==> config.mk <==
export PLATFORM = sky130hd
export DESIGN_NAME = imm_extend_stage_flat
export DESIGN_NICKNAME = d
export VERILOG_FILES = /design/src/rtl/imm_extend_stage_if.sv /design/src/rtl/imm_extend_stage.sv /design/src/flat_wrapper.sv
export SDC_FILE = /design/constraint.sdc
export NUM_CORES = 1
export LEC_CHECK = 0
export CORE_MARGIN = 2
export CORE_UTILIZATION = 52
export DETAILED_ROUTE_END_ITERATION = 12
export PLACE_DENSITY = 0.91
export SYNTH_ARGS = -nofsm -noshare
export SYNTH_HDL_FRONTEND = slang
export SYNTH_SLANG_ARGS = --single-unit
export TNS_END_PERCENT = 10
==> constraint.sdc <==
create_clock -name clk -period 2.1 [get_ports clk]
set_input_delay 0.42 -clock clk [delete_from_list [all_inputs] [get_ports clk]]
set_output_delay 0.42 -clock clk [all_outputs]
set_load 0.02 [all_outputs]
==> src/rtl/imm_extend_stage_if.sv <==
// rtl/imm_extend_stage_if.sv - handshake bundle for the immediate-extension stage
//
// Groups the input (in_*) and output (out_*) stream signals of imm_extend_stage.
//   master : upstream decode register / downstream operand mux side
//            drives in_valid, in_data, in_mode, in_tag, out_ready
//   slave  : the extension stage itself
//            drives in_ready, out_valid, out_data, out_tag
interface imm_extend_stage_if #(
    parameter int IN_W  = 16,
    parameter int OUT_W = 32,
    parameter int TAG_W = 5
);
    logic              in_valid;
    logic              in_ready;
    logic [IN_W-1:0]   in_data;
    logic [1:0]        in_mode;
    logic [TAG_W-1:0]  in_tag;
    logic              out_valid;
    logic              out_ready;
    logic [OUT_W-1:0]  out_data;
    logic [TAG_W-1:0]  out_tag;

    modport master (
        output in_valid, in_data, in_mode, in_tag, out_ready,
        input  in_ready, out_valid, out_data, out_tag
    );

    modport slave (
        input  in_valid, in_data, in_mode, in_tag, out_ready,
        output in_ready, out_valid, out_data, out_tag
    );
endinterface

==> src/rtl/imm_extend_stage.sv <==
// rtl/imm_extend_stage.sv - registered, handshaked immediate extension with 2-entry skid buffer
//
// Ports:
//   clk    : rising-edge clock
//   rst_n  : asynchronous active-low reset; drops all held results
//   flush  : synchronous pipeline flush; empties the stage and discards the
//            transaction offered in the same cycle
//   bus    : imm_extend_stage_if.slave
//            in_valid/in_ready/in_data/in_mode/in_tag   raw immediate in
//            out_valid/out_ready/out_data/out_tag       extended result out
// Modes: 00 sign, 01 zero, 10 branch (sign-extend then << 2), 11 upper.
module imm_extend_stage #(
    parameter int IN_W  = 16,
    parameter int OUT_W = 32,
    parameter int TAG_W = 5
) (
    input  logic                clk,
    input  logic                rst_n,
    input  logic                flush,
    imm_extend_stage_if.slave   bus
);
    localparam int PAD_W = OUT_W - IN_W;

    // State encoding is {skid_valid, out_valid}; 2'b10 is never entered.
    typedef enum logic [1:0] {
        EMPTY = 2'b00,
        ONE   = 2'b01,
        FULL  = 2'b11
    } state_t;

    state_t state, state_nxt;

    logic [OUT_W-1:0] main_data, skid_data;
    logic [TAG_W-1:0] main_tag, skid_tag;
    logic [OUT_W-1:0] ext_data;

    logic out_valid, skid_valid, in_ready;
    logic accept, drain;
    logic load_main, load_skid, skid_to_main;

    function automatic logic [OUT_W-1:0] extend(input logic [IN_W-1:0] d, input logic [1:0] m);
        logic [OUT_W-1:0] sext;
        sext = {{PAD_W{d[IN_W-1]}}, d};
        case (m)
            2'b00:   extend = sext;
            2'b01:   extend = {{PAD_W{1'b0}}, d};
            2'b10:   extend = sext << 2;
            default: extend = {d, {PAD_W{1'b0}}};
        endcase
    endfunction

    assign ext_data   = extend(bus.in_data, bus.in_mode);

    assign out_valid  = state[0];
    assign skid_valid = state[1];
    // Comes straight from the state register, so it never depends on out_ready.
    assign in_ready   = !skid_valid;

    // An input offered during a flush is dropped, so it is never an accept.
    assign accept = bus.in_valid && in_ready && !flush;
    assign drain  = out_valid && bus.out_ready;

    always_ff @(posedge clk or negedge rst_n) begin
        if (!rst_n) begin
            state <= EMPTY;
        end else begin
            state <= state_nxt;
        end
    end

    always_comb begin
        state_nxt    = state;
        load_main    = 1'b0;
        load_skid    = 1'b0;
        skid_to_main = 1'b0;
        if (flush) begin
            state_nxt = EMPTY;
        end else begin
            case (state)
                EMPTY: begin
                    if (accept) begin
                        load_main = 1'b1;
                        state_nxt = ONE;
                    end
                end
                ONE: begin
                    if (accept && drain) begin
                        load_main = 1'b1;
                    end else if (accept) begin
                        // Main is stalled: park the new result behind it.
                        load_skid = 1'b1;
                        state_nxt = FULL;
                    end else if (drain) begin
                        state_nxt = EMPTY;
                    end
                end
                FULL: begin
                    // in_ready is low here, so no accept can coincide.
                    if (drain) begin
                        skid_to_main = 1'b1;
                        state_nxt    = ONE;
                    end
                end
                default: state_nxt = EMPTY;
            endcase
        end
    end

    // Main only loads when empty or draining, so out_data/out_tag hold
    // steady while the downstream stalls.
    always_ff @(posedge clk or negedge rst_n) begin
        if (!rst_n) begin
            main_data <= '0;
            main_tag  <= '0;
        end else if (load_main) begin
            main_data <= ext_data;
            main_tag  <= bus.in_tag;
        end else if (skid_to_main) begin
            main_data <= skid_data;
            main_tag  <= skid_tag;
        end
    end

    always_ff @(posedge clk or negedge rst_n) begin
        if (!rst_n) begin
            skid_data <= '0;
            skid_tag  <= '0;
        end else if (load_skid) begin
            skid_data <= ext_data;
            skid_tag  <= bus.in_tag;
        end
    end

    assign bus.in_ready  = in_ready;
    assign bus.out_valid = out_valid;
    assign bus.out_data  = main_data;
    assign bus.out_tag   = main_tag;
endmodule

==> src/flat_wrapper.sv <==
// flat-port wrapper written by rule: the top's interface ports become plain ports
module imm_extend_stage_flat 
#(
    parameter int IN_W  = 16,
    parameter int OUT_W = 32,
    parameter int TAG_W = 5
)
  (clk, rst_n, flush, bus_in_valid, bus_in_data, bus_in_mode, bus_in_tag, bus_out_ready, bus_in_ready, bus_out_valid, bus_out_data, bus_out_tag);
  imm_extend_stage_if #(.IN_W(IN_W), .OUT_W(OUT_W), .TAG_W(TAG_W)) bus_i ();
  input  logic clk;
  input  logic rst_n;
  input  logic flush;
  input wire logic [$bits(bus_i.in_valid)-1:0] bus_in_valid;
  input wire logic [$bits(bus_i.in_data)-1:0] bus_in_data;
  input wire logic [$bits(bus_i.in_mode)-1:0] bus_in_mode;
  input wire logic [$bits(bus_i.in_tag)-1:0] bus_in_tag;
  input wire logic [$bits(bus_i.out_ready)-1:0] bus_out_ready;
  output wire logic [$bits(bus_i.in_ready)-1:0] bus_in_ready;
  output wire logic [$bits(bus_i.out_valid)-1:0] bus_out_valid;
  output wire logic [$bits(bus_i.out_data)-1:0] bus_out_data;
  output wire logic [$bits(bus_i.out_tag)-1:0] bus_out_tag;
  assign bus_i.in_valid = bus_in_valid;
  assign bus_i.in_data = bus_in_data;
  assign bus_i.in_mode = bus_in_mode;
  assign bus_i.in_tag = bus_in_tag;
  assign bus_i.out_ready = bus_out_ready;
  assign bus_in_ready = bus_i.in_ready;
  assign bus_out_valid = bus_i.out_valid;
  assign bus_out_data = bus_i.out_data;
  assign bus_out_tag = bus_i.out_tag;
  imm_extend_stage #(.IN_W(IN_W), .OUT_W(OUT_W), .TAG_W(TAG_W)) u_core (.clk(clk), .rst_n(rst_n), .flush(flush), .bus(bus_i));
endmodule
==> flow_summary.json <==
{
  "layout-area-overhead-vs-synth_pct": 30.4,
  "worst_setup_path_startpoint": "u_core.state[1]",
  "std_cell_rows": 29,
  "start_util_pct": 54.4,
  "regToRegStartpoint": "u_core.state[1]",
  "total_leakage_power_uw": 0.00233,
  "gr-usage-all-layers_pct": 25.1,
  "cts_tree": "built",
  "clock_buffers_created_by_tritoncts": 9,
  "postSynthNetCount": 346,
  "critical_path_capture_point_type": "flop",
  "detailroute.via_count": 2810,
  "report.final.setup_viol": 0,
  "yosysWarnings": 0,
  "dominantRegCellSynth": "dfrtp_1",
  "grt_first_pass_wirelength_um": 14100,
  "postSynthRegisterBits": 76,
  "wl_per_cell_um": 18.4,
  "slew_viol_final": 0,
  "nNetsFinal": 423,
  "async_reset_ff_share_pct": 100,
  "hold_path.class": "input pin to async pin",
  "yosys.cell_types.count": 27,
  "power_density_mw_per_mm2": 1380,
  "grt_pass1_vias": 2913,
  "place_ws_ps": -167,
  "synth-seq-area-share_pct": 54.1,
  "final_critical_path_setup_slack_ps": 129,
  "cts_repair_resizes": 0,
  "final.min_clock_period_ps": 1970,
  "finalHoldViolCount": 0,
  "timing_worst_slew_pin_value_ps": 951,
  "grt_antenna_before_repair": 0,
  "timing_worst_setup_path_type": "flop to flop",
  "critPathMaxFanout": 16,
  "max_freq_ghz": 0.507,
  "netlist_top_cells_count": "dfrtp_1 (76), mux2i_1 (60), nand2_1 (50), o21ai_0 (32), a21oi_1 (17)",
  "worst_setup_hold_path_clk_slew_ps": 80,
  "source_to_sink_clock_delay_at_the_later_pin_of_the_worst_skew_pair_ps": 360,
  "detailedRoute.firstPassIterationCount": 5,
  "io_pins": 67,
  "maxSlewHeadroom_pct": 36.4,
  "drt-initial-drc-count": 293,
  "detailed_place_hpwl_um": 6070,
  "antenna_cells_inserted": 0,
  "vias_per_cell": 5.94,
  "post_cts_setup_buffer_count": 0,
  "hold_buffers": 1,
  "count_of_max_cap_constraint_violations": 0,
  "yosysTopAreaCell": "dfrtp_1",
  "grt_max_degree": 49,
  "worst_clock_skew_ps": 5.42,
  "synth_top_cells_by_area": "dfrtp_1 (54%), mux2i_1 (17%), nand2_1 (5.3%)",
  "dpl.cell_count": 456,
  "critical_path_arrival_ps": 2210,
  "worst_ir_drop_vdd_uv": 838,
  "rsz0062_at_grt": "no",
  "outcome": "finished, final reports clean",
  "clock_tree.buffer_depth": 2,
  "die_footprint_sq_mm": 0.00743,
  "synthCells": 314,
  "detail_route.wirelength_um": 8720,
  "layoutNonFillerInstCount": 473,
  "synth-edff-count": 0,
  "global_placer_s_final_weighted_congestion": 0.813,
  "design.core.area_sq_mm": 0.00646,
  "place.port_buffers": 66,
  "critPathRequiredTime_ps": 2340,
  "min_period_over_period_pct": 93.9,
  "syn_area_sq_mm": 0.00351,
  "antenna_violating_nets_post_route": 0,
  "floorplan.die.width_um": 86.2,
  "cts.root.buffer_cell": "clkbuf_8",
  "detail_route.drc_violations": 0,
  "setup.worst_path.start_class": "flop",
  "grt_overflow_total": 0,
  "synthesis.area_per_instance_sq_um": 11.2,
  "numClockSinks": 76,
  "post_route_cells_drive_above_1_share_pct": 11.6,
  "fp.dieH_um": 86.2,
  "synth_most_common_cell": "dfrtp_1",
  "htreeDepth": 3,
  "yosysTopAreaCellShare_pct": 54.1
}
## layer usage
| layer | part of all wire [%] | global-route usage [%] |
|---|---|---|
| met5 | 0 | 0 |
| met4 | 2.6 | 12.1 |
| met3 | 5.7 | 5.14 |
| met2 | 50 | 41.2 |
| met1 | 42 | 32.2 |
## cell families after synthesis
group	after synthesis	share of synthesized area [%]
compound gates	75	12.9
fa+ha+maj	4	1.42
buf+inv	24	3.35
flops	76	54.1
simple gates	67	8.62
mux	68	19.7
## path summary, 6_finish.rpt
| path | to | slack [ps] | depth (start not counted) |
|---|---|---|---|
| hold / removal | u_core.bus.out_tag[4] | 470 | 2 |
| setup reg to reg | u_core.bus.out_tag[3] | 130 | 7 |
| setup / recovery | u_core.bus.out_tag[3] | 130 | 7 |
| min in group clk | u_core.skid_data[8] | 480 | 2 |
| hold reg to reg | u_core.skid_data[8] | 480 | 2 |
| max in group asynchronous | u_core.bus.out_data[2] | 910 | 3 |
## sequential cells by signal (all words and copies together) (netlist names)
signal	count
u_core.bus.out_data	32
u_core.bus.out_tag	5
u_core.skid_data	32
u_core.skid_tag	5
u_core.state	2
## layout make-up
| type | count | area, sq um |
|---|---|---|
| Clock inverter | 5 | 85.1 |
| Fill cell | 433 | 1880 |
| Clock buffer | 11 | 131 |
| Sequential cell | 76 | 1900 |
| Inverter | 4 | 15.0 |
| Multi-Input combinational cell | 214 | 1500 |
| Timing Repair Buffer | 86 | 858 |
| Tap cell | 77 | 96.3 |
## critical path, stage by stage, from the launching register on
cell,delay [ps]
dfrtp_1,380
inv_1,130
ha_1,210
nor4bb_4,450
a32oi_4,240
buf_4,260
nor2_1,120
a31oi_1,50
## through the flow
stage	setup TNS, ps	util (%)	area, sq um	hold WS (ps)	power, uW
2_1_floorplan	0	-	3510	124	3900
3_3_place_gp	-3110	67.5	4360	310	4980
3_5_place_dp	-3530	67.5	4360	314	5110
4_1_cts	0	71.0	4580	463	6370
5_1_grt	0	71.0	4580	483	6710
6_report	0	71.0	4580	474	6340
## report_power, final
part | leakage, uW | internal [uW] | switching (uW)
logic | 0.00128 | 1250 | 1310
registers | 0.000948 | 2150 | 400
clock network | 0.000104 | 676 | 561
## cells in the final DEF (no fill, tap or decap), drive strengths merged, types with 5 or more instances in the layout
cell	n
buf	20
nor2	8
dfrtp	76
mux2	8
a21oi	17
inv	5
o21ai	32
mux2i	60
clkdlybuf4s50	65
a31oi	8
a22oi	14
clkbuf	11
nand2	51
(Power assumes the default switching activity.)
